==> src/rtl/lcd_fb_arbiter.sv <==
// Frame-buffer port arbiter: LCD scan-out reads take priority over a pixel writer.
// Double-buffered pages; a requested swap only takes effect on the next frame start.
module lcd_fb_arbiter #(
    parameter int H_DISP     = 480,
    parameter int V_DISP     = 272,
    parameter int PAGE_WORDS = 130560,
    parameter int ADDR_W     = 18,
    parameter int DATA_W     = 24
) (
    input  logic              clk,
    input  logic              rst,
    input  logic              disp_req,
    input  logic [11:0]       disp_x,
    input  logic [11:0]       disp_y,
    input  logic              lcd_vs,
    output logic [DATA_W-1:0] disp_data,
    output logic              disp_valid,
    input  logic              wr_valid,
    output logic              wr_ready,
    input  logic [11:0]       wr_x,
    input  logic [11:0]       wr_y,
    input  logic [DATA_W-1:0] wr_data,
    input  logic              swap_req,
    output logic              swap_done,
    output logic              front_page,
    output logic              err_oob,
    output logic              ram_en,
    output logic              ram_we,
    output logic [ADDR_W-1:0] ram_addr,
    output logic [DATA_W-1:0] ram_wdata,
    input  logic [DATA_W-1:0] ram_rdata
);

    localparam logic [11:0]       X_LIM    = 12'(H_DISP);
    localparam logic [11:0]       Y_LIM    = 12'(V_DISP);
    localparam logic [ADDR_W-1:0] LINE_MUL = ADDR_W'(H_DISP);
    localparam logic [ADDR_W-1:0] PAGE_OFF = ADDR_W'(PAGE_WORDS);

    typedef enum logic {
        IDLE,
        PENDING
    } swap_state_t;

    swap_state_t       r_state;
    swap_state_t       w_next_state;
    logic              w_swap_apply;
    logic              w_wr_ready;
    logic              w_wr_accept;
    logic              w_fs;
    logic              w_rd_in_range;
    logic              w_wr_in_range;
    logic [ADDR_W-1:0] w_rd_addr;
    logic [ADDR_W-1:0] w_wr_addr;

    logic              r_vs_d;
    logic              r_front_page;
    logic              r_swap_done;
    logic              r_err_oob;
    logic              r_p1_valid;
    logic              r_p1_inr;
    logic              r_p2_valid;
    logic              r_p2_inr;
    logic              r_disp_valid;
    logic [DATA_W-1:0] r_disp_data;
    logic              r_ram_en;
    logic              r_ram_we;
    logic [ADDR_W-1:0] r_ram_addr;
    logic [DATA_W-1:0] r_ram_wdata;

    assign w_fs = r_vs_d & ~lcd_vs;

    assign w_rd_in_range = (disp_x < X_LIM) && (disp_y < Y_LIM);
    assign w_wr_in_range = (wr_x < X_LIM) && (wr_y < Y_LIM);

    // Reads use the front page, writes the back page; full ADDR_W arithmetic avoids truncation.
    assign w_rd_addr = (r_front_page ? PAGE_OFF : '0)
                     + ADDR_W'(disp_y) * LINE_MUL + ADDR_W'(disp_x);
    assign w_wr_addr = (r_front_page ? '0 : PAGE_OFF)
                     + ADDR_W'(wr_y) * LINE_MUL + ADDR_W'(wr_x);

    always_comb begin
        w_next_state = r_state;
        w_swap_apply = 1'b0;
        w_wr_ready   = 1'b0;
        case (r_state)
            IDLE: begin
                w_wr_ready = !rst && !disp_req;
                if (swap_req) begin
                    w_next_state = PENDING;
                end
            end
            PENDING: begin
                if (w_fs) begin
                    w_next_state = IDLE;
                    w_swap_apply = 1'b1;
                end
            end
            default: w_next_state = IDLE;
        endcase
    end

    assign w_wr_accept = wr_valid && w_wr_ready;

    always_ff @(posedge clk) begin
        if (rst) begin
            r_state      <= IDLE;
            r_vs_d       <= 1'b1;
            r_front_page <= 1'b0;
            r_swap_done  <= 1'b0;
        end else begin
            r_state     <= w_next_state;
            r_vs_d      <= lcd_vs;
            r_swap_done <= w_swap_apply;
            if (w_swap_apply) begin
                r_front_page <= ~r_front_page;
            end
        end
    end

    // Fixed three-stage read pipeline: issue, RAM latency, capture.
    always_ff @(posedge clk) begin
        if (rst) begin
            r_p1_valid   <= 1'b0;
            r_p1_inr     <= 1'b0;
            r_p2_valid   <= 1'b0;
            r_p2_inr     <= 1'b0;
            r_disp_valid <= 1'b0;
            r_disp_data  <= '0;
        end else begin
            r_p1_valid   <= disp_req;
            r_p1_inr     <= disp_req && w_rd_in_range;
            r_p2_valid   <= r_p1_valid;
            r_p2_inr     <= r_p1_inr;
            r_disp_valid <= r_p2_valid;
            r_disp_data  <= r_p2_inr ? ram_rdata : '0;
        end
    end

    always_ff @(posedge clk) begin
        if (rst) begin
            r_ram_en    <= 1'b0;
            r_ram_we    <= 1'b0;
            r_ram_addr  <= '0;
            r_ram_wdata <= '0;
            r_err_oob   <= 1'b0;
        end else begin
            if (disp_req && w_rd_in_range) begin
                r_ram_en   <= 1'b1;
                r_ram_we   <= 1'b0;
                r_ram_addr <= w_rd_addr;
            end else if (w_wr_accept && w_wr_in_range) begin
                r_ram_en    <= 1'b1;
                r_ram_we    <= 1'b1;
                r_ram_addr  <= w_wr_addr;
                r_ram_wdata <= wr_data;
            end else begin
                r_ram_en <= 1'b0;
                r_ram_we <= 1'b0;
            end
            if (w_wr_accept && !w_wr_in_range) begin
                r_err_oob <= 1'b1;
            end
        end
    end

    assign wr_ready   = w_wr_ready;
    assign disp_data  = r_disp_data;
    assign disp_valid = r_disp_valid;
    assign swap_done  = r_swap_done;
    assign front_page = r_front_page;
    assign err_oob    = r_err_oob;
    assign ram_en     = r_ram_en;
    assign ram_we     = r_ram_we;
    assign ram_addr   = r_ram_addr;
    assign ram_wdata  = r_ram_wdata;

endmodule

==> config.mk <==
export PLATFORM = sky130hd
export DESIGN_NAME = lcd_fb_arbiter
export DESIGN_NICKNAME = d
export VERILOG_FILES = /design/src/rtl/lcd_fb_arbiter.sv
export SDC_FILE = /design/constraint.sdc
export NUM_CORES = 1
export LEC_CHECK = 0
export CAP_MARGIN = 20
export CORE_UTILIZATION = 40
export CTS_CLUSTER_SIZE = 12
export DETAILED_ROUTE_END_ITERATION = 16
export GPL_TIMING_DRIVEN = 0
export HOLD_SLACK_MARGIN = 0.12
export PLACE_DENSITY = 0.78
export SYNTH_ARGS = -nofsm -noshare
export SYNTH_HDL_FRONTEND = slang
export SYNTH_SLANG_ARGS = --single-unit
export TNS_END_PERCENT = 1
==> constraint.sdc <==
create_clock -name clk -period 14.3 [get_ports clk]
set_input_delay 2.145 -clock clk [delete_from_list [all_inputs] [get_ports clk]]
set_output_delay 2.145 -clock clk [all_outputs]
set_load 0.05 [all_outputs]
==> results_dict.tcl <==
set metrics [dict create \
    status "completed" \
    drt_iter0_markers 268 \
    stdcell_count 1010 \
    placed_cells 994 \
    area_growth_syn_to_layout_pct 39.3 \
    clkTransAtPathRegs_ns 0.06 \
    finalCoreUtilization 0.577 \
    hold_class "register to register" \
    yosys_warnings 0 \
    final_common_cell "clkdlybuf4s50_1" \
    htreeDepth 3 \
    cp.required_ns 14.55 \
    finalSetupViolCount 0 \
    dieWidth_um 122 \
    vias 4915 \
    worst_setup_path_end_kind "register" \
    yosysUniqueCellTypes 46 \
    grt_start_max_net_pins 15 \
    ys_seq_elements 78 \
    maxCapViolCount 0 \
    port_buffers 173 \
    hold-worst-slack_ns 0.428 \
    totalWireLength_um 14200 \
    mostFrequentLayoutCells "clkdlybuf4s50_1 (173), inv_1 (81), nand2_1 (78), dfxtp_1 (78), ha_1 (70)" \
    place.gp.congestion 0.798 \
    slowest_stage "fa_1" \
    synth_area_per_cell_um2 9.03 \
    p_leak_nw 3.45 \
    syn-cell-area_um2 5790 \
    drive_above_1_share 0.0373 \
    overflow 0 \
    antenna_cells 0 \
    max_stage_delay_ns 0.59 \
    grt_pass1_wl_um 23100 \
    relSlewSlack 0.584 \
    path_delay_family "adder cells" \
    viasPerCell 4.87 \
    antenna_left 0 \
    drc 0 \
    die_h_um 122 \
    fin_nets 1043 \
    cpMostUsedCell "ha_1" \
    start_util 0.414 \
    globalRouteTotalUtil 0.199 \
    finalSetupTns_ns 0 \
    cp_data_arrival_time_ns 7.04 \
    clock_sinks 78 \
    synth_flop_cell "dfxtp_1" \
    dp_hpwl_um 12000 \
    async_flop_share 0 \
    wire_per_inst_um 14.1 \
    hold_buffers 0 \
    crit_buf_inv 3 \
    dieArea_um2 15000 \
    cts_setup_buffers 0 \
    period_needed_ns 6.79 \
    synth_seq_area_share 0.270 \
    cts_buffers 9 \
    finalMaxSlewViolations 0 \
    rows 43 \
    rsz0062_at_grt "no" \
    crit_chain "clkdlybuf4s50_1 > fa_1 > inv_1 > fa_1 > inv_1 > ha_1 > a21o_1 > a21oi_1 > o21bai_1 > a21oi_1 > o21ai_0 > xor2_1 > ha_1 > ha_1 > nand3_1 > o311ai_1 > a21o_1 > a21oi_2 > xnor2_1 > o22ai_1 > a211oi_1" \
    worstMarginPinSlew_ns 0.623 \
    io_pins 175 \
    cts_tree "built" \
    design_area_um2 8070 \
    placed_area_um2 7750 \
    fmax_ghz 0.147 \
    synth_edf_count 0 \
    synthCells 641 \
    cts_resized 0 \
    syn-num-nets 859 \
    clkLatencyLatePin_ns 0.33 \
    finalClockSkew_ns 0.00857 \
    hold_viol 0 \
    antenna_found_initial 0 \
    crit_fanout 4 \
    power_density_nw_per_um2 142 \
    core_um2 14000 \
    cp-start-kind "input pin" \
    crit_type "input pin to register" \
    cts.path.max_buffers 2 \
    fin_crit_sh 0.475 \
    drt_pass1_iterations 4 \
    grt_pass1_vias 4966 \
    root_buffer "clkbuf_16" \
    peakVddDrop_v 0.000104 \
]
==> cell families (layout without fill, tap and decap cells) <==
kind of cell | after synthesis | in the layout | synth area share
flip-flops | 78 | 78 | 0.270
adder cells (fa/ha/maj) | 116 | 116 | 0.310
AND/OR/NAND/NOR | 175 | 175 | 0.140
buffers and inverters | 102 | 291 | 0.0674
XOR/XNOR | 46 | 46 | 0.0696
AO/OA/AOI/OAI | 124 | 124 | 0.143
==> where the power goes <==
part           total (mW)  internal, mW  leakage (nW)  switching, mW
registers           0.221         0.219         0.630        0.00167
clock network       0.237         0.146         0.156         0.0907
logic               0.688         0.334          2.67          0.354
==> cell usage after synthesis, drive strengths merged, types with 2 or more instances <==
library cell | count | area (um^2)
a2111oi | 2 | 36.3
a211oi | 8 | 60.1
a21boi | 2 | 15.0
a21o | 13 | 97.6
a21oi | 48 | 244
a311oi | 12 | 105
a31oi | 3 | 18.8
a41oi | 4 | 35.0
and2 | 26 | 163
buf | 7 | 33.8
clkbuf | 13 | 48.8
dfxtp | 78 | 1560
fa | 46 | 921
ha | 70 | 876
inv | 82 | 308
nand2 | 78 | 293
nand2b | 2 | 12.5
nand3 | 2 | 10.0
nand4 | 4 | 25.0
nor2 | 36 | 135
nor2b | 8 | 50.1
nor3 | 9 | 50.1
nor4 | 2 | 12.5
o21a | 7 | 52.6
o21ai | 9 | 45.0
o21bai | 5 | 37.5
o22ai | 4 | 25.0
or2 | 4 | 25.0
xnor2 | 32 | 280
xor2 | 14 | 123
==> final cells by class <==
class | instances | area, um^2
Clock buffer | 11 | 253
Timing Repair Buffer | 173 | 1730
Inverter | 82 | 308
Sequential cell | 78 | 1560
Tap cell | 180 | 225
Buffer | 20 | 82.6
Fill cell | 1268 | 5920
Multi-Input combinational cell | 461 | 3840
Clock inverter | 5 | 65.1
==> metal layers <==
| metal | wire length, um | global-route usage | part of all wire |
|---|---|---|---|
| met1 | 5970 | 0.221 | 0.42 |
| met2 | 6910 | 0.361 | 0.48 |
| met3 | 1010 | 0.0488 | 0.071 |
| met4 | 358 | 0.0823 | 0.025 |
| met5 | 0 | 0 | 0 |
==> final timing paths <==
check,from,to,slack [ns],cells past startpoint
worst min register to register,r_p1_valid,r_p2_valid,0.43,1
worst max register to register,front_page,ram_addr[17],10.60,12
worst min-delay path,r_p1_valid,r_p2_valid,0.43,1
worst max-delay path,disp_y[0],ram_addr[17],7.51,21
==> stage by stage <==
step / power, mW / setup slack (ns)
after CTS: 1.15 / 7.49
after global placement: 0.900 / 7.25
after global routing: 1.26 / 7.12
after floorplan: 0.779 / 8.10
final: 1.15 / 7.51
after detailed placement: 0.912 / 7.16
(Power assumes the default switching activity.)
